<file path="config.mk">
export PLATFORM = sky130hd
export DESIGN_NAME = instr_encoder_flat
export DESIGN_NICKNAME = d
export VERILOG_FILES = /design/src/rtl/aphelion_pkg.sv /design/src/rtl/instr_encoder_if.sv /design/src/rtl/instr_pack.sv /design/src/rtl/instr_encoder.sv /design/src/flat_wrapper.sv
export SDC_FILE = /design/constraint.sdc
export NUM_CORES = 1
export LEC_CHECK = 0
export CAP_MARGIN = 20
export CORE_AREA = 2 2 158 160
export CTS_BUF_LIST = sky130_fd_sc_hd__clkbuf_2 sky130_fd_sc_hd__clkbuf_4 sky130_fd_sc_hd__clkbuf_8
export CTS_CLUSTER_SIZE = 10
export DETAILED_ROUTE_END_ITERATION = 8
export DIE_AREA = 0 0 160 162
export PLACE_DENSITY = 0.53
export SLEW_MARGIN = 40
export SYNTH_ARGS = -nofsm -noshare
export SYNTH_HDL_FRONTEND = slang
export SYNTH_HIERARCHICAL = 1
export SYNTH_SLANG_ARGS = --single-unit
</file>
<file path="constraint.sdc">
create_clock -name clk -period 4.32 [get_ports clk]
set_clock_uncertainty 0.15 [all_clocks]
set_input_delay 1.296 -clock clk [delete_from_list [all_inputs] [get_ports clk]]
set_output_delay 1.296 -clock clk [all_outputs]
set_load 0.01 [all_outputs]
</file>
<file path="src/rtl/aphelion_pkg.sv">
// rtl/aphelion_pkg.sv - Aphelion instruction formats, field positions and immediate helpers
package aphelion_pkg;

  typedef enum logic [2:0] {
    FMT_R = 3'd0,
    FMT_M = 3'd1,
    FMT_F = 3'd2,
    FMT_J = 3'd3,
    FMT_B = 3'd4,
    FMT_E = 3'd5
  } fmt_e;

  localparam int RDE_LSB     = 8;
  localparam int RS1_LSB     = 12;
  localparam int RS2_LSB     = 16;
  localparam int FUNC_LSB_RM = 28;
  localparam int FUNC_LSB_F  = 12;
  localparam int FUNC_LSB_B  = 8;

  localparam int IMM_LSB_R = 20;
  localparam int IMM_LSB_M = 16;
  localparam int IMM_LSB_F = 16;
  localparam int IMM_LSB_J = 12;
  localparam int IMM_LSB_B = 12;
  localparam int IMM_LSB_E = 8;

  // Zero marks a format with no encoding (illegal type).
  function automatic logic [4:0] imm_width(fmt_e f);
    case (f)
      FMT_R:   return 5'd8;
      FMT_M:   return 5'd12;
      FMT_F:   return 5'd16;
      FMT_J:   return 5'd20;
      FMT_B:   return 5'd20;
      FMT_E:   return 5'd24;
      default: return 5'd0;
    endcase
  endfunction

  // True when imm survives truncation to w bits and sign-extension back.
  function automatic logic imm_fits(logic [23:0] imm, logic [4:0] w);
    logic signed [23:0] s;
    if (w >= 5'd24) return 1'b1;
    if (w == 5'd0) return 1'b0;
    s = $signed(imm) >>> (w - 5'd1);
    return (s == '0) || (&s);
  endfunction

endpackage

</file>
<file path="src/rtl/instr_encoder_if.sv">
// rtl/instr_encoder_if.sv - field-bundle input and instruction-word output handshakes
interface instr_encoder_if;
  logic        in_valid;
  logic        in_ready;
  logic [7:0]  opcode;
  logic [3:0]  rde;
  logic [3:0]  rs1;
  logic [3:0]  rs2;
  logic [3:0]  func;
  logic [23:0] imm;
  logic [2:0]  instr_type;
  logic        out_valid;
  logic        out_ready;
  logic [31:0] instruction;
  logic        out_err;
  logic [15:0] enc_count;
  logic [15:0] err_count;

  modport slave (
    input  in_valid, opcode, rde, rs1, rs2, func, imm, instr_type, out_ready,
    output in_ready, out_valid, instruction, out_err, enc_count, err_count
  );

  modport master (
    output in_valid, opcode, rde, rs1, rs2, func, imm, instr_type, out_ready,
    input  in_ready, out_valid, instruction, out_err, enc_count, err_count
  );
endinterface

</file>
<file path="src/rtl/instr_pack.sv">
// rtl/instr_pack.sv - combinational packing of decoded fields into one instruction word
module instr_pack
  import aphelion_pkg::*;
(
  input  logic [7:0]  opcode,
  input  logic [3:0]  rde,
  input  logic [3:0]  rs1,
  input  logic [3:0]  rs2,
  input  logic [3:0]  func,
  input  logic [23:0] imm,
  input  logic [2:0]  instr_type,
  output logic [31:0] word,
  output logic        err
);

  fmt_e        fmt;
  logic [4:0]  width;
  logic [31:0] imm_field;

  always_comb begin
    fmt       = fmt_e'(instr_type);
    width     = imm_width(fmt);
    imm_field = 32'(imm) & ((32'h1 << width) - 32'h1);
    word      = 32'(opcode);
    err       = 1'b0;
    case (fmt)
      FMT_R: word = word | (32'(rde) << RDE_LSB) | (32'(rs1) << RS1_LSB) | (32'(rs2) << RS2_LSB)
                         | (32'(func) << FUNC_LSB_RM) | (imm_field << IMM_LSB_R);
      FMT_M: word = word | (32'(rde) << RDE_LSB) | (32'(rs1) << RS1_LSB)
                         | (32'(func) << FUNC_LSB_RM) | (imm_field << IMM_LSB_M);
      FMT_F: word = word | (32'(rde) << RDE_LSB) | (32'(func) << FUNC_LSB_F) | (imm_field << IMM_LSB_F);
      FMT_J: word = word | (32'(rde) << RDE_LSB) | (imm_field << IMM_LSB_J);
      FMT_B: word = word | (32'(func) << FUNC_LSB_B) | (imm_field << IMM_LSB_B);
      FMT_E: word = word | (imm_field << IMM_LSB_E);
      default: err = 1'b1;
    endcase
    if (!imm_fits(imm, width)) err = 1'b1;
    // A flagged word must never look like a usable encoding.
    if (err) word = '0;
  end

endmodule

</file>
<file path="src/rtl/instr_encoder.sv">
// rtl/instr_encoder.sv - pipelined encoder with output register, skid entry and result counters
module instr_encoder
  import aphelion_pkg::*;
(
  input  logic            clk,
  input  logic            rst,
  instr_encoder_if.slave  bus
);

  typedef enum logic [1:0] {EMPTY, ONE, FULL} buf_state_e;

  buf_state_e  state, next_state;
  logic [31:0] pack_word, out_word, skid_word;
  logic        pack_err, out_err_r, skid_err;
  logic        ready_r;
  logic [15:0] enc_cnt, err_cnt;
  logic        in_fire, out_fire;
  logic        load_out_in, load_out_skid, load_skid;

  instr_pack u_pack (
    .opcode     (bus.opcode),
    .rde        (bus.rde),
    .rs1        (bus.rs1),
    .rs2        (bus.rs2),
    .func       (bus.func),
    .imm        (bus.imm),
    .instr_type (bus.instr_type),
    .word       (pack_word),
    .err        (pack_err)
  );

  assign bus.in_ready    = ready_r;
  assign bus.out_valid   = (state != EMPTY);
  assign bus.instruction = out_word;
  assign bus.out_err     = out_err_r;
  assign bus.enc_count   = enc_cnt;
  assign bus.err_count   = err_cnt;

  assign in_fire  = bus.in_valid && ready_r;
  assign out_fire = (state != EMPTY) && bus.out_ready;

  always_comb begin
    next_state    = state;
    load_out_in   = 1'b0;
    load_out_skid = 1'b0;
    load_skid     = 1'b0;
    case (state)
      EMPTY: if (in_fire) begin
        load_out_in = 1'b1;
        next_state  = ONE;
      end
      ONE: begin
        if (in_fire && out_fire) begin
          load_out_in = 1'b1;
        end else if (in_fire) begin
          load_skid  = 1'b1;
          next_state = FULL;
        end else if (out_fire) begin
          next_state = EMPTY;
        end
      end
      FULL: if (out_fire) begin
        load_out_skid = 1'b1;
        next_state    = ONE;
      end
      default: next_state = EMPTY;
    endcase
  end

  always_ff @(posedge clk or posedge rst) begin
    if (rst) begin
      state     <= EMPTY;
      ready_r   <= 1'b1;
      out_word  <= '0;
      out_err_r <= 1'b0;
      skid_word <= '0;
      skid_err  <= 1'b0;
      enc_cnt   <= '0;
      err_cnt   <= '0;
    end else begin
      state   <= next_state;
      // Registered ready lags one cycle; the skid entry absorbs the word accepted meanwhile.
      ready_r <= (next_state != FULL);
      if (load_out_in) begin
        out_word  <= pack_word;
        out_err_r <= pack_err;
      end else if (load_out_skid) begin
        out_word  <= skid_word;
        out_err_r <= skid_err;
      end
      if (load_skid) begin
        skid_word <= pack_word;
        skid_err  <= pack_err;
      end
      if (out_fire) begin
        if (out_err_r) begin
          if (err_cnt != 16'hFFFF) err_cnt <= err_cnt + 16'd1;
        end else begin
          if (enc_cnt != 16'hFFFF) enc_cnt <= enc_cnt + 16'd1;
        end
      end
    end
  end

endmodule

</file>
<file path="src/flat_wrapper.sv">
// flat-port wrapper written by rule: the top's interface ports become plain ports
module instr_encoder_flat import aphelion_pkg::*;
  (clk, rst, bus_in_valid, bus_opcode, bus_rde, bus_rs1, bus_rs2, bus_func, bus_imm, bus_instr_type, bus_out_ready, bus_in_ready, bus_out_valid, bus_instruction, bus_out_err, bus_enc_count, bus_err_count);
  instr_encoder_if bus_i ();
  input  logic clk;
  input  logic rst;
  input wire logic [$bits(bus_i.in_valid)-1:0] bus_in_valid;
  input wire logic [$bits(bus_i.opcode)-1:0] bus_opcode;
  input wire logic [$bits(bus_i.rde)-1:0] bus_rde;
  input wire logic [$bits(bus_i.rs1)-1:0] bus_rs1;
  input wire logic [$bits(bus_i.rs2)-1:0] bus_rs2;
  input wire logic [$bits(bus_i.func)-1:0] bus_func;
  input wire logic [$bits(bus_i.imm)-1:0] bus_imm;
  input wire logic [$bits(bus_i.instr_type)-1:0] bus_instr_type;
  input wire logic [$bits(bus_i.out_ready)-1:0] bus_out_ready;
  output wire logic [$bits(bus_i.in_ready)-1:0] bus_in_ready;
  output wire logic [$bits(bus_i.out_valid)-1:0] bus_out_valid;
  output wire logic [$bits(bus_i.instruction)-1:0] bus_instruction;
  output wire logic [$bits(bus_i.out_err)-1:0] bus_out_err;
  output wire logic [$bits(bus_i.enc_count)-1:0] bus_enc_count;
  output wire logic [$bits(bus_i.err_count)-1:0] bus_err_count;
  assign bus_i.in_valid = bus_in_valid;
  assign bus_i.opcode = bus_opcode;
  assign bus_i.rde = bus_rde;
  assign bus_i.rs1 = bus_rs1;
  assign bus_i.rs2 = bus_rs2;
  assign bus_i.func = bus_func;
  assign bus_i.imm = bus_imm;
  assign bus_i.instr_type = bus_instr_type;
  assign bus_i.out_ready = bus_out_ready;
  assign bus_in_ready = bus_i.in_ready;
  assign bus_out_valid = bus_i.out_valid;
  assign bus_instruction = bus_i.instruction;
  assign bus_out_err = bus_i.out_err;
  assign bus_enc_count = bus_i.enc_count;
  assign bus_err_count = bus_i.err_count;
  instr_encoder u_core (.clk(clk), .rst(rst), .bus(bus_i));
endmodule
</file>
==> Word-level counts from Yosys, hierarchy flattened <==
Cells that the tools add are included.
{ "op_classes": {"n_eq_ne": 10, "muxes": 29, "n_bitwise": 15, "shifts": 2, "reduce_logical": 15, "magnitude_cmp": 1, "addsub": 4} }
{ "ops": {"columns": ["operator", "count"], "rows": [
  ["$pmux 32 s6", 1],
  ["$or 32x32->32", 5],
  ["$mux 32", 3],
  ["$or 12x32->32", 2],
  ["$or 32x16->32", 2],
  ["$add 16x1->16 const B", 2],
  ["$ne 16x16->1 const B", 2],
  ["$or 32x20->32", 1],
  ["$or 8x32->32", 1],
  ["$pmux 5 s5", 1],
  ["$and 24x24->24", 1],
  ["$logic_not 24->1", 1],
  ["$or 8x12->12", 2],
  ["$reduce_and 24->1", 1],
  ["$shl 1x5->24 const A", 1],
  ["$sshr 24x5->24", 1],
  ["$sub 24x1->24 const B", 1],
  ["$mux 1", 17],
  ["$mux 2", 5],
  ["$eq 3x2->1 const B", 2],
  ["$eq 3x3->1 const B", 2],
  ["$pmux 2 s3", 1],
  ["$reduce_and 3->1", 2],
  ["$reduce_or 6->1", 1],
  ["15 further kinds", 18]
]} }
{ "totals": {"regBits": 101, "output_inout_bits": 67, "input_bits": 55, "elab_cells": 84} }

==> Logic depth before layout (Yosys ltp) <==
Gate-level depths: netlist (run 1).
{ "depth": {"word_depth": 12, "mapped_depth": 19, "ltp_nobuf": 15} }

==> Hierarchy <==
Netlist (run 1), hierarchy kept.
{ "modules_own_cells": {"columns": ["module", "area_per_inst_um2", "cells_each", "seq_area_each_um2", "n_inst"], "rows": [
  ["instr_encoder", 4399.2, 377, 2528.7, 1],
  ["instr_pack", 2552.4, 398, 0.0, 1]
]} }

==> Least setup slack after synthesis (run 1) <==
No wires, ideal clock.
{ "synth_path": {"path_type": "input -> register", "from": "in bus_instr_type[2]", "to": "reg u_core.skid_word[10]", "setup_ns": 0.128, "stages": 17, "t_arrival_ns": 4.808, "slack_ns": -0.766, "path_cell_list": "buf_2 buf_1 buf_1 a21oi_1 inv_1 ha_1 clkbuf_1 clkbuf_1 o31ai_1 a311o_1 a2bb2oi_1 o211ai_1 nor4b_2 a311oi_2 buf_2 nor2_1 mux2_1"} }
{ "synth_via": {"elab_chain_cells": 11} }
{ "synth_lines": {"columns": ["element", "line", "source"], "rows": [
  ["start: declaration", "flat_wrapper.sv:14", "input wire logic [$bits(bus_i.instr_type)-1:0] bus_instr_type;"],
  ["$eq 3x3->1 / $eq 3x2->1 (equally long branches)", "aphelion_pkg.sv:29, instr_pack.sv:26", null],
  ["$reduce_or 2->1 (no line)", null, null],
  ["$pmux 5 s5", "aphelion_pkg.sv:29", "case (f)"],
  ["$sub 5x1->5", "aphelion_pkg.sv:45", "s = $signed(imm) >>> (w - 5'd1);"],
  ["$sshr 24x5->24", "aphelion_pkg.sv:45", null],
  ["$logic_not 24->1 / $reduce_and 24->1 (equally long branches)", "aphelion_pkg.sv:46", "return (s == '0) || (&s);"],
  ["$logic_or 1x1->1", "aphelion_pkg.sv:46", null],
  ["$mux 1", "aphelion_pkg.sv:45", null],
  ["$mux 1", "aphelion_pkg.sv:44", "if (w == 5'd0) return 1'b0;"],
  ["$mux 1", "instr_pack.sv:37", "if (!imm_fits(imm, width)) err = 1'b1;"],
  ["$mux 32 *", "instr_pack.sv:39", "if (err) word = '0;"],
  ["net u_core.pack_word[10]", "instr_encoder.sv:13", "logic [31:0] pack_word, out_word, skid_word;"],
  ["end signal: assignment", "instr_encoder.sv:92", "skid_word <= pack_word;"],
  ["end: declaration", "instr_encoder.sv:13", null]
]} }
The timed path passes the listed nets; every way through them passes the cells marked *. The select of a mux whose other input is x is not followed.
A chain may end at the register's enable or synchronous reset.

==> Final worst setup path (run 1) <==
{ "layout_path": {"from": "in bus_instr_type[1]", "to": "reg u_core.skid_err"} }
{ "layout_via": {"elab_chain_cells": 10} }
{ "layout_lines": {"columns": ["element", "line", "source"], "rows": [
  ["$eq 3x3->1 / $eq 3x2->1 (equally long branches)", "aphelion_pkg.sv:29, instr_pack.sv:26", null],
  ["$reduce_or 2->1 (no line)", null, null],
  ["$pmux 5 s5", "aphelion_pkg.sv:29", null],
  ["$sub 5x1->5", "aphelion_pkg.sv:45", null],
  ["$sshr 24x5->24", "aphelion_pkg.sv:45", null],
  ["$logic_not 24->1 / $reduce_and 24->1 (equally long branches)", "aphelion_pkg.sv:46", null],
  ["$logic_or 1x1->1", "aphelion_pkg.sv:46", null],
  ["$mux 1", "aphelion_pkg.sv:45", null],
  ["$mux 1", "aphelion_pkg.sv:44", null],
  ["$mux 1 *", "instr_pack.sv:37", null],
  ["net u_core.pack_err", "instr_encoder.sv:14", "logic pack_err, out_err_r, skid_err;"],
  ["end signal: assignment", "instr_encoder.sv:93", "skid_err <= pack_err;"],
  ["end: declaration", "instr_encoder.sv:14", null]
]} }
Marked as above.

==> out/results.tsv, run 1 <==
metric	value	unit
placed insts	1283	
number of antenna violations at the first check in global routing	0	
hold path startpoint	u_core/bus.instruction[11]	
number of synthesized flops with an enable pin	0	
Yosys warning count	6	
CP Data Arrival Time	4.45	ns
Vias per Instance	5.16	
area of the mapped netlist	6950	um2
classification of the worst setup path	primary input to flop	
total power divided by cell area	341	nW/um2
final number of max-transition violations	0	
total wirelength of the detailed-routed design	23300	um
die outline area	25900	um2
share of final-layout standard cells stronger than drive strength 1	23.8	%
nets@finish	1045	
clk_lat worst skew	0.38	ns
Antenna Diode Count	0	
worst IR drop on VDD	0.159	mV
leading register cell type out of synthesis	dfrtp_1	
number of clock sinks	101	
Worst Reg-to-Reg Cells	4	
first-pass GRT wire length	36900	um
top cell type's share of synthesized area	36.0	%
CTS Buf Count	9	
ANT nets after route	0	
achievable frequency	0.230	GHz
detailed router's first-iteration violation count	429	
vias in the first global route	6557	
largest net degree at the start of global routing	65	
Post-Layout Cell Count	1309	
sort of element at the start of the critical path	primary input	
DRC violation count after routing	0	
layout overhead on the synthesized area	43.5	%
fin util	41.4	%
cell type with the highest aggregate area in the netlist	dfrtp_1	
Worst R2R Setup Slack	2.21	ns
Worst Hold Path Cells	2	
H-tree Lvls	3	
startpoint of the lowest-slack register-to-register path	u_core/state[0]	
final weighted congestion in routability-driven placement	0.945	
hold_ws	0.330	ns
terminating pin of the worst hold path	u_core/bus.instruction[11]	
initial standard-cell utilization of the core	28.8	%
top-count cell post-synth	nand2_1	
violations in the final reports	negative setup slack	
endpoint kind of the worst setup timing path	flop	
post-place setup slack	-0.917	ns
floorplan row count	57	
overall via count from detail_route	6753	
total nets after synthesis	838	
Floorplan Core Area	24100	um2
Mapped Cells	775	
required time of the worst setup path	4.43	ns
ranking of synthesized cells by area	dfrtp_1 (36%), nand2_1 (6.6%), mux2_1 (5.3%), a22oi_1 (4.0%), nor2_1 (3.6%)	
post-synthesis cell type count	81	
sum of net half-perimeters after detailed placement	17200	um
remaining global-route overflow	0	
ratio of final minimum period to clock period	101	%
total global-route track usage	18.0	%
Setup violations, final	1	
slack of the critical path	-0.0225	ns
Seq/Total Area, Yosys	36.4	%
slew margin rel.	66.9	%
crit path max fanout	8	
die span in y	162	um
actual slew at the worst max-slew pin	0.494	ns
number of maximum-capacitance constraint violations	0	
Routed wire per std cell	17.8	um
flip-flop and latch count after synthesis	101	
count of pins on the block boundary	122	
unrepaired setup endpoints after global routing	yes	
mean cell area of the mapped netlist	8.97	um2
clock tree from TritonCTS	yes	
capture point of the worst reg-to-reg path	u_core/skid_word[28]	
class of the tightest hold or removal check	flop to flop	
outcome	complete, but fails checks	
number of search-and-repair iterations in the first detailed-routing pass	5	
reported leakage power	4.36	nW
min Tclk post-route	4.34	ns
top post-synthesis cells by count	nand2_1 (122), dfrtp_1 (100), nor2_1 (67)	
die outline width	160	um
total of buffers placed on input and output ports	121	
Final Hold Fails	0	
total power	3.40	mW
library cell used as clock root buffer	clkbuf_8	
deepest clock path buffer count	2	
fill count	2453	
post-CTS clock slew at the launch and capture registers of the worst setup and hold paths	0.09	ns
share of flip-flops with an asynchronous set or reset after synthesis	100	%
how the worst max path moves through the flow:
stage	from	endpoint	slack [ns]
5_1_grt	bus_instr_type[1]	u_core/skid_err	-0.09
3_3_place_gp	bus_instr_type[1]	u_core/skid_word[0]	-0.89
6_report	bus_instr_type[1]	u_core/skid_err	-0.02
2_1_floorplan	bus_instr_type[0]	u_core/skid_err	-0.25
3_5_place_dp	bus_instr_type[1]	u_core/skid_word[26]	-0.92
4_1_cts	bus_instr_type[2]	u_core/skid_word[26]	0.02
per-stage QoR:
stage | setup TNS, ns | instance area [um2]
final | -0.0225 | 9970
after floorplan | -12.99 | 7140
after global placement | -53.34 | 9340
after CTS | 0 | 9740
after detailed placement | -54.84 | 9340
after global routing | -0.304 | 9970
what timing repair did:
action                     4_1_cts  5_1_grt
resized for setup               22       42
pin swaps                       17       19
cloned                           1        0
hold buffers                     0        0
hold endpoints to repair         0        0
buffers inserted                 8        4
setup endpoints to repair       66       66
area by class of cell:
type                    instances  area (um2)  share of cell area [%]
flip-flops and latches        101        2530                    25.4
inverters                      13        56.3                   0.565
clock buffers                   9         124                    1.24
well taps                     324         405                    4.06
clock inverters                 5        86.3                   0.866
repair buffers                254        2310                    23.1
multi-input cells             603        4460                    44.8
where the power goes:
group | internal [mW] | leakage (nW) | switching (mW) | total [mW]
registers | 1.15 | 1.36 | 0.173 | 1.32
clock network | 0.324 | 0.106 | 0.334 | 0.658
logic | 0.715 | 2.89 | 0.706 | 1.42
total | 2.19 | 4.36 | 1.21 | 3.40
cells by family after synthesis:
family,count (synthesis),synth area share [%]
AND/OR/NAND/NOR,317,23.6
AO/OA/AOI/OAI,180,18.7
flip-flops,101,36.4
buffers and inverters,71,4.61
multiplexers,65,10.9
XOR/XNOR,33,4.36
adder cells (fa/ha/maj),8,1.44
critical path, stage by stage:
cell	delay [ns]
buf_6	0.09
or3b_4	0.42
nand2_8	0.09
buf_6	0.10
ha_4	0.22
buf_6	0.13
nor2_4	0.10
nor2_2	0.05
o311a_4	0.38
nand2b_4	0.16
a221oi_4	0.27
nor4b_4	0.30
a311oi_4	0.07
buf_12	0.17
buf_6	0.11
or2_4	0.23
mux2_4	0.25
layout by cell type (no fill, tap or decap), types with 9 or more instances in the layout:
cell type | netlist | routed
clkdlybuf4s50_1 | 0 | 118
mux2_1 | 33 | 33
nor2_1 | 67 | 60
nand2_1 | 122 | 122
nand3_1 | 20 | 20
o22ai_1 | 10 | 10
mux2i_1 | 20 | 20
o21ai_0 | 23 | 22
xor2_1 | 15 | 15
buf_6 | 3 | 11
clkbuf_8 | 0 | 9
buf_4 | 3 | 120
nor3_1 | 11 | 10
a21oi_1 | 31 | 30
o211ai_1 | 9 | 9
nand4_1 | 14 | 14
xnor2_1 | 17 | 15
a22oi_1 | 37 | 34
dfrtp_1 | 100 | 100
per-layer routing:
metal	global-route usage [%]	wire (um)
met1	24.6	10700
met2	29.8	11000
met3	2.81	1120
met4	4.71	457
met5	0	0
flip-flops by register name, indices dropped and copies added, names as in the netlist:
| register | flops |
|---|---|
| u_core/bus.instruction | 32 |
| u_core/skid_word | 32 |
| u_core/bus.enc_count | 16 |
| u_core/bus.err_count | 16 |
| u_core/state | 2 |
| u_core/bus.in_ready | 1 |
| u_core/bus.out_err | 1 |
| u_core/skid_err | 1 |
(Power assumes the default switching activity.)
==> run 2, diff against run 1 <==
--- a/config.mk
+++ b/config.mk
@@ -6,12 +6,12 @@
 export NUM_CORES = 1
 export LEC_CHECK = 0
 export CAP_MARGIN = 20
-export CORE_AREA = 2 2 158 160
+export CORE_AREA = 2 2 142 179
 export CTS_BUF_LIST = sky130_fd_sc_hd__clkbuf_2 sky130_fd_sc_hd__clkbuf_4 sky130_fd_sc_hd__clkbuf_8
 export CTS_CLUSTER_SIZE = 10
 export DETAILED_ROUTE_END_ITERATION = 8
-export DIE_AREA = 0 0 160 162
-export PLACE_DENSITY = 0.53
+export DIE_AREA = 0 0 144 181
+export PLACE_DENSITY = 0.52
 export SLEW_MARGIN = 40
 export SYNTH_ARGS = -nofsm -noshare
 export SYNTH_HDL_FRONTEND = slang
==> run 2 against run 1 <==
Against the previous run: the flow now finishes without violations; clock-buffer cell count is 1 higher; register-to-register slack better by 0.04 ns; non-clock buffer count is 3 higher; worst setup slack better by 0.077 ns; worst hold slack worse by 0.0015 ns; largest cell class unchanged; highest routed layer unchanged.
==> out/results.tsv, run 2 (same netlist as run 1, synthesis figures left out) <==
metric	value	unit
die span in y	181	um
sum of net half-perimeters after detailed placement	18000	um
Cell Area, Placed	9350	um2
layout overhead on the synthesized area	42.3	%
total area of multi-input combinational cells	4320	um2
CP Data Arrival Time	4.35	ns
Floorplan Core Area	24300	um2
Final Hold Fails	0	
largest net degree at the start of global routing	52	
post-CTS clock slew at the launch and capture registers of the worst setup and hold paths	0.10	ns
crit path max fanout	51	
hold_ws	0.328	ns
achievable frequency	0.234	GHz
endpoint kind of the worst setup timing path	flop	
placed insts	1286	
Worst Hold Path Cells	2	
Worst Reg-to-Reg Cells	4	
fill count	2459	
detailed router's first-iteration violation count	414	
CTS Buf Count	9	
Antenna Diode Count	0	
fin util	40.8	%
remaining global-route overflow	0	
final design instance area without fill	9890	um2
final number of max-transition violations	0	
launch point of the critical path	bus_instr_type[0]	
Worst Path Buf+Inv	6	
hold path startpoint	u_core/bus.instruction[11]	
outcome	complete, no violations	
Setup violations, final	0	
actual slew at the worst max-slew pin	0.560	ns
initial standard-cell utilization of the core	28.7	%
number of search-and-repair iterations in the first detailed-routing pass	5	
ANT nets after route	0	
share of final-layout standard cells stronger than drive strength 1	23.5	%
floorplan row count	64	
kind of cell with the highest combined delay on the critical path	compound AO/OA/AOI/OAI gates	
number of hold-repair buffers added at the cts stage	0	
min Tclk post-route	4.27	ns
H-tree Lvls	3	
total of buffers placed on input and output ports	121	
vias in the first global route	6839	
sort of element at the start of the critical path	primary input	
DRC violation count after routing	0	
total stage count of the critical path	14	
commonest cells after routing, fill and taps aside	buf_4 (124), nand2_1 (122), clkdlybuf4s50_1 (118)	
master of the slowest instance on the critical path	a311oi_1	
library cell used as clock root buffer	clkbuf_8	
classification of the worst setup path	primary input to flop	
nets@finish	1048	
total power	3.33	mW
Routed wire per std cell	18.1	um
slew margin rel.	62.6	%
worst IR drop on VDD	0.162	mV
startpoint of the lowest-slack register-to-register path	u_core/state[0]	
max incr delay on CP	0.50	ns
Vias per Instance	5.12	
total global-route track usage	18.3	%
clk_lat worst skew	0.36	ns
most common library cell in the layout ignoring fill and taps	buf_4	
deepest clock path buffer count	2	
total wirelength of the detailed-routed design	23900	um
total power divided by cell area	336	nW/um2
die outline area	26100	um2
Post-Layout Cell Count	1320	
count of pins on the block boundary	122	
clock tree from TritonCTS	yes	
required time of the worst setup path	4.41	ns
number of antenna violations at the first check in global routing	0	
unrepaired setup endpoints after global routing	yes	
class of the tightest hold or removal check	flop to flop	
critical-path cell list	buf_6 > buf_4 > buf_12 > or2_2 > buf_4 > mux2i_1 > o22ai_1 > a311oi_1 > nor4b_4 > a311oi_4 > buf_4 > buf_6 > nor2_1 > mux2_1	
die outline width	144	um
final weighted congestion in routability-driven placement	0.901	
storage element area	2530	um2
cell occurring most often along the worst timing path	buf_4	
number of clock sinks	101	
ratio of final minimum period to clock period	98.7	%
reported leakage power	4.33	nW
overall via count from detail_route	6755	
first-pass GRT wire length	37400	um
number of maximum-capacitance constraint violations	0	
[run 2: worst min-delay path, delay by kind of cell, from the launching register on]
family / cells / cell delay, ns
and+or+nand+nor: 2 / 0.10
DFF: 1 / 0.36
[run 2: stage by stage]
stage,setup WS [ns],setup TNS (ns)
2_1_floorplan,-0.247,-12.99
3_3_place_gp,-0.754,-41.57
3_5_place_dp,-0.814,-44.51
4_1_cts,0.00108,0
5_1_grt,-0.0263,-0.0632
6_report,0.0545,0
[run 2: area by class of cell]
type | count | area share [%]
multi-input cells | 603 | 43.7
clock buffers | 10 | 1.39
flip-flops and latches | 101 | 25.6
well taps | 330 | 4.18
repair buffers | 257 | 24.0
inverters | 13 | 0.569
clock inverters | 6 | 0.595
[run 2: worst paths after layout]
kind,to,slack (ns)
max reg2reg,u_core/skid_word[28],2.25
max,u_core/skid_word[8],0.05
max in group asynchronous,u_core/skid_word[5],2.12
min reg2reg,u_core/bus.instruction[11],0.33
min,u_core/bus.instruction[11],0.33
min in group asynchronous,u_core/bus.err_count[7],1.18
[run 2: report_power, final]
group	leakage [nW]	switching [mW]	internal, mW
Combinational	2.87	0.694	0.725
Sequential	1.36	0.174	1.15
Clock	0.0958	0.352	0.236
[run 2: per-layer routing]
layer | GRT usage (%) | share of wire, % | routed length (um) | up-vias
met3 | 1.83 | 4.0 | 958 | 38
met5 | 0 | 0 | 0 | -
met1 | 22.1 | 42 | 9940 | 3249
met2 | 33.2 | 51 | 12300 | 209
met4 | 7.10 | 3.2 | 773 | 0
li1 | - | - | - | 3259
[run 2: timing repair]
item                                    CTS  global route
gates resized for setup                  21            15
cloned                                    3             0
setup buffers                             9             5
endpoints found under the setup margin   66            59
pin swaps                                13             9
==> run 3, diff against run 2 <==
--- a/config.mk
+++ b/config.mk
@@ -11,7 +11,6 @@
 export CTS_CLUSTER_SIZE = 10
 export DETAILED_ROUTE_END_ITERATION = 8
 export DIE_AREA = 0 0 144 181
-export PLACE_DENSITY = 0.52
 export SLEW_MARGIN = 40
 export SYNTH_ARGS = -nofsm -noshare
 export SYNTH_HDL_FRONTEND = slang
==> run 3 against run 2 <==
Against the previous run: die area unchanged; global-route usage down 0.39 points; critical path depth up 2; power down 2.2%; cell area down 1.9%; sequential power about the same; clock-buffer cell count unchanged; largest power group unchanged; highest routed layer is now met5.
==> out/results.tsv, run 3 (same netlist as run 1, synthesis figures left out) <==
metric	value	unit
H-tree Lvls	3	
achievable frequency	0.236	GHz
startpoint of the lowest-slack register-to-register path	u_core/state[0]	
fill count	2479	
endpoint kind of the worst setup timing path	flop	
reported leakage power	4.21	nW
largest net degree at the start of global routing	53	
Worst R2R Setup Slack	2.26	ns
actual slew at the worst max-slew pin	0.802	ns
die span in y	181	um
classification of the worst setup path	primary input to flop	
outcome	complete, no violations	
ratio of final minimum period to clock period	98.1	%
number of search-and-repair iterations in the first detailed-routing pass	5	
clock tree from TritonCTS	yes	
sort of element at the start of the critical path	primary input	
number of maximum-capacitance constraint violations	0	
final weighted congestion in routability-driven placement	0.950	
deepest clock path buffer count	2	
share of final-layout standard cells stronger than drive strength 1	22.2	%
layout overhead on the synthesized area	39.5	%
overall via count from detail_route	6783	
total wirelength of the detailed-routed design	23300	um
nets@finish	1027	
storage element area	2530	um2
final number of max-transition violations	0	
floorplan row count	64	
total power divided by cell area	335	nW/um2
number of antenna violations at the first check in global routing	1	
Worst Reg-to-Reg Cells	4	
total of buffers placed on input and output ports	121	
Floorplan Core Area	24300	um2
post-CTS clock slew at the launch and capture registers of the worst setup and hold paths	0.09	ns
capture point of the worst reg-to-reg path	u_core/skid_word[31]	
master of the slowest instance on the critical path	or3b_4	
worst IR drop on VDD	0.166	mV
die outline width	144	um
class of the tightest hold or removal check	flop to flop	
vias in the first global route	6653	
clk_lat worst skew	0.37	ns
Antenna Diode Count	0	
number of clock sinks	101	
slew margin rel.	46.6	%
Worst Hold Path Cells	2	
unrepaired setup endpoints after global routing	no	
initial standard-cell utilization of the core	28.7	%
Vias per Instance	5.22	
die outline area	26100	um2
terminating pin of the worst hold path	u_core/bus.instruction[11]	
hold path startpoint	u_core/bus.instruction[11]	
sum of net half-perimeters after detailed placement	17400	um
library cell used as clock root buffer	clkbuf_8	
ANT nets after route	0	
max incr delay on CP	0.43	ns
Final Hold Fails	0	
detailed router's first-iteration violation count	339	
Setup violations, final	0	
Routed wire per std cell	17.9	um
commonest cells after routing, fill and taps aside	nand2_1 (122), clkdlybuf4s50_1 (118), buf_4 (103)	
crit path max fanout	8	
count of pins on the block boundary	122	
remaining global-route overflow	0	
total global-route track usage	18.0	%
required time of the worst setup path	4.42	ns
CTS Buf Count	9	
DRC violation count after routing	0	
hold_ws	0.331	ns
cell occurring most often along the worst timing path	buf_4	
critical-path cell list	clkbuf_2 > or3b_4 > nand2_8 > inv_6 > ha_4 > xnor3_2 > nor2_4 > buf_4 > a22o_1 > o211ai_1 > nor4b_4 > a311oi_4 > buf_6 > a211oi_2 > buf_4 > mux2_1	
total area of multi-input combinational cells	4370	um2
most common library cell in the layout ignoring fill and taps	nand2_1	
min Tclk post-route	4.24	ns
CP Data Arrival Time	4.34	ns
total power	3.25	mW
first-pass GRT wire length	36700	um
==> run 3: cell types whose count changed in the layout (fill, tap and decap cells not counted), sizes merged <==
| cell | before | now |
|---|---|---|
| clkbuf | 10 | 12 |
| buf | 138 | 116 |
| bufbuf | 1 | 0 |
| clkinvlp | 1 | 3 |
| clkinv | 5 | 3 |
==> run 3: cell type report <==
type	count	area share (%)
clock buffers	10	1.42
multi-input cells	603	45.0
repair buffers	236	22.1
well taps	330	4.26
flip-flops and latches	101	26.1
inverters	13	0.606
clock inverters	6	0.490
==> run 3: metrics by stage <==
stage	utilization [%]	cells	setup WS, ns	setup TNS (ns)	area [um2]
final	40.0	1299	0.0818	0	9700
after global placement	38.2	1276	-0.809	-42.97	9260
after global routing	40.0	1299	0.00820	0	9700
after detailed placement	38.2	1276	-0.887	-48.07	9260
after CTS	39.4	1296	0.00672	0	9560
after floorplan	-	775	-0.247	-12.99	7140
==> run 3: worst max-delay path by stage <==
| stage | from | end | depth (start not counted) |
|---|---|---|---|
| 5_1_grt | bus_instr_type[1] | u_core/bus.instruction[0] | 17 |
| 2_1_floorplan | bus_instr_type[0] | u_core/skid_err | 16 |
| 3_5_place_dp | bus_instr_type[1] | u_core/skid_err | 16 |
| 6_report | bus_instr_type[1] | u_core/skid_word[16] | 16 |
| 4_1_cts | bus_instr_type[1] | u_core/bus.instruction[8] | 18 |
| 3_3_place_gp | bus_instr_type[1] | u_core/skid_err | 16 |
==> run 3: per-layer routing <==
| metal | GRT usage, % | part of all wire, % | up-vias | wire [um] |
|---|---|---|---|---|
| met5 | 0 | 0.034 | - | 8 |
| met4 | 8.75 | 4.3 | 2 | 991 |
| met3 | 2.36 | 5.6 | 47 | 1300 |
| met2 | 29.8 | 49 | 236 | 11300 |
| met1 | 22.8 | 42 | 3290 | 9670 |
| li1 | - | - | 3208 | - |
==> run 3: critical path: cells and delay by family <==
kind	cells	cell delay, ns
AOI/OAI and AO/OA	4	0.95
and+or+nand+nor	4	0.67
buffers and inverters	5	0.61
xor gates and xnor gates	1	0.30
muxes	1	0.29
adders and majority gates	1	0.19
==> run 3: power breakdown <==
part | switching [mW] | total (mW) | internal (mW)
Clock | 0.338 | 0.567 | 0.229
Combinational | 0.687 | 1.37 | 0.679
Sequential | 0.174 | 1.32 | 1.15
==> run 3: repair_timing <==
item                       CTS  global route
setup endpoints to repair   66            63
hold endpoints to repair     0             0
pin swaps                   12            13
gates resized for setup     17            28
setup buffers                5             3
hold buffers                 0             0
gates cloned                 1             1
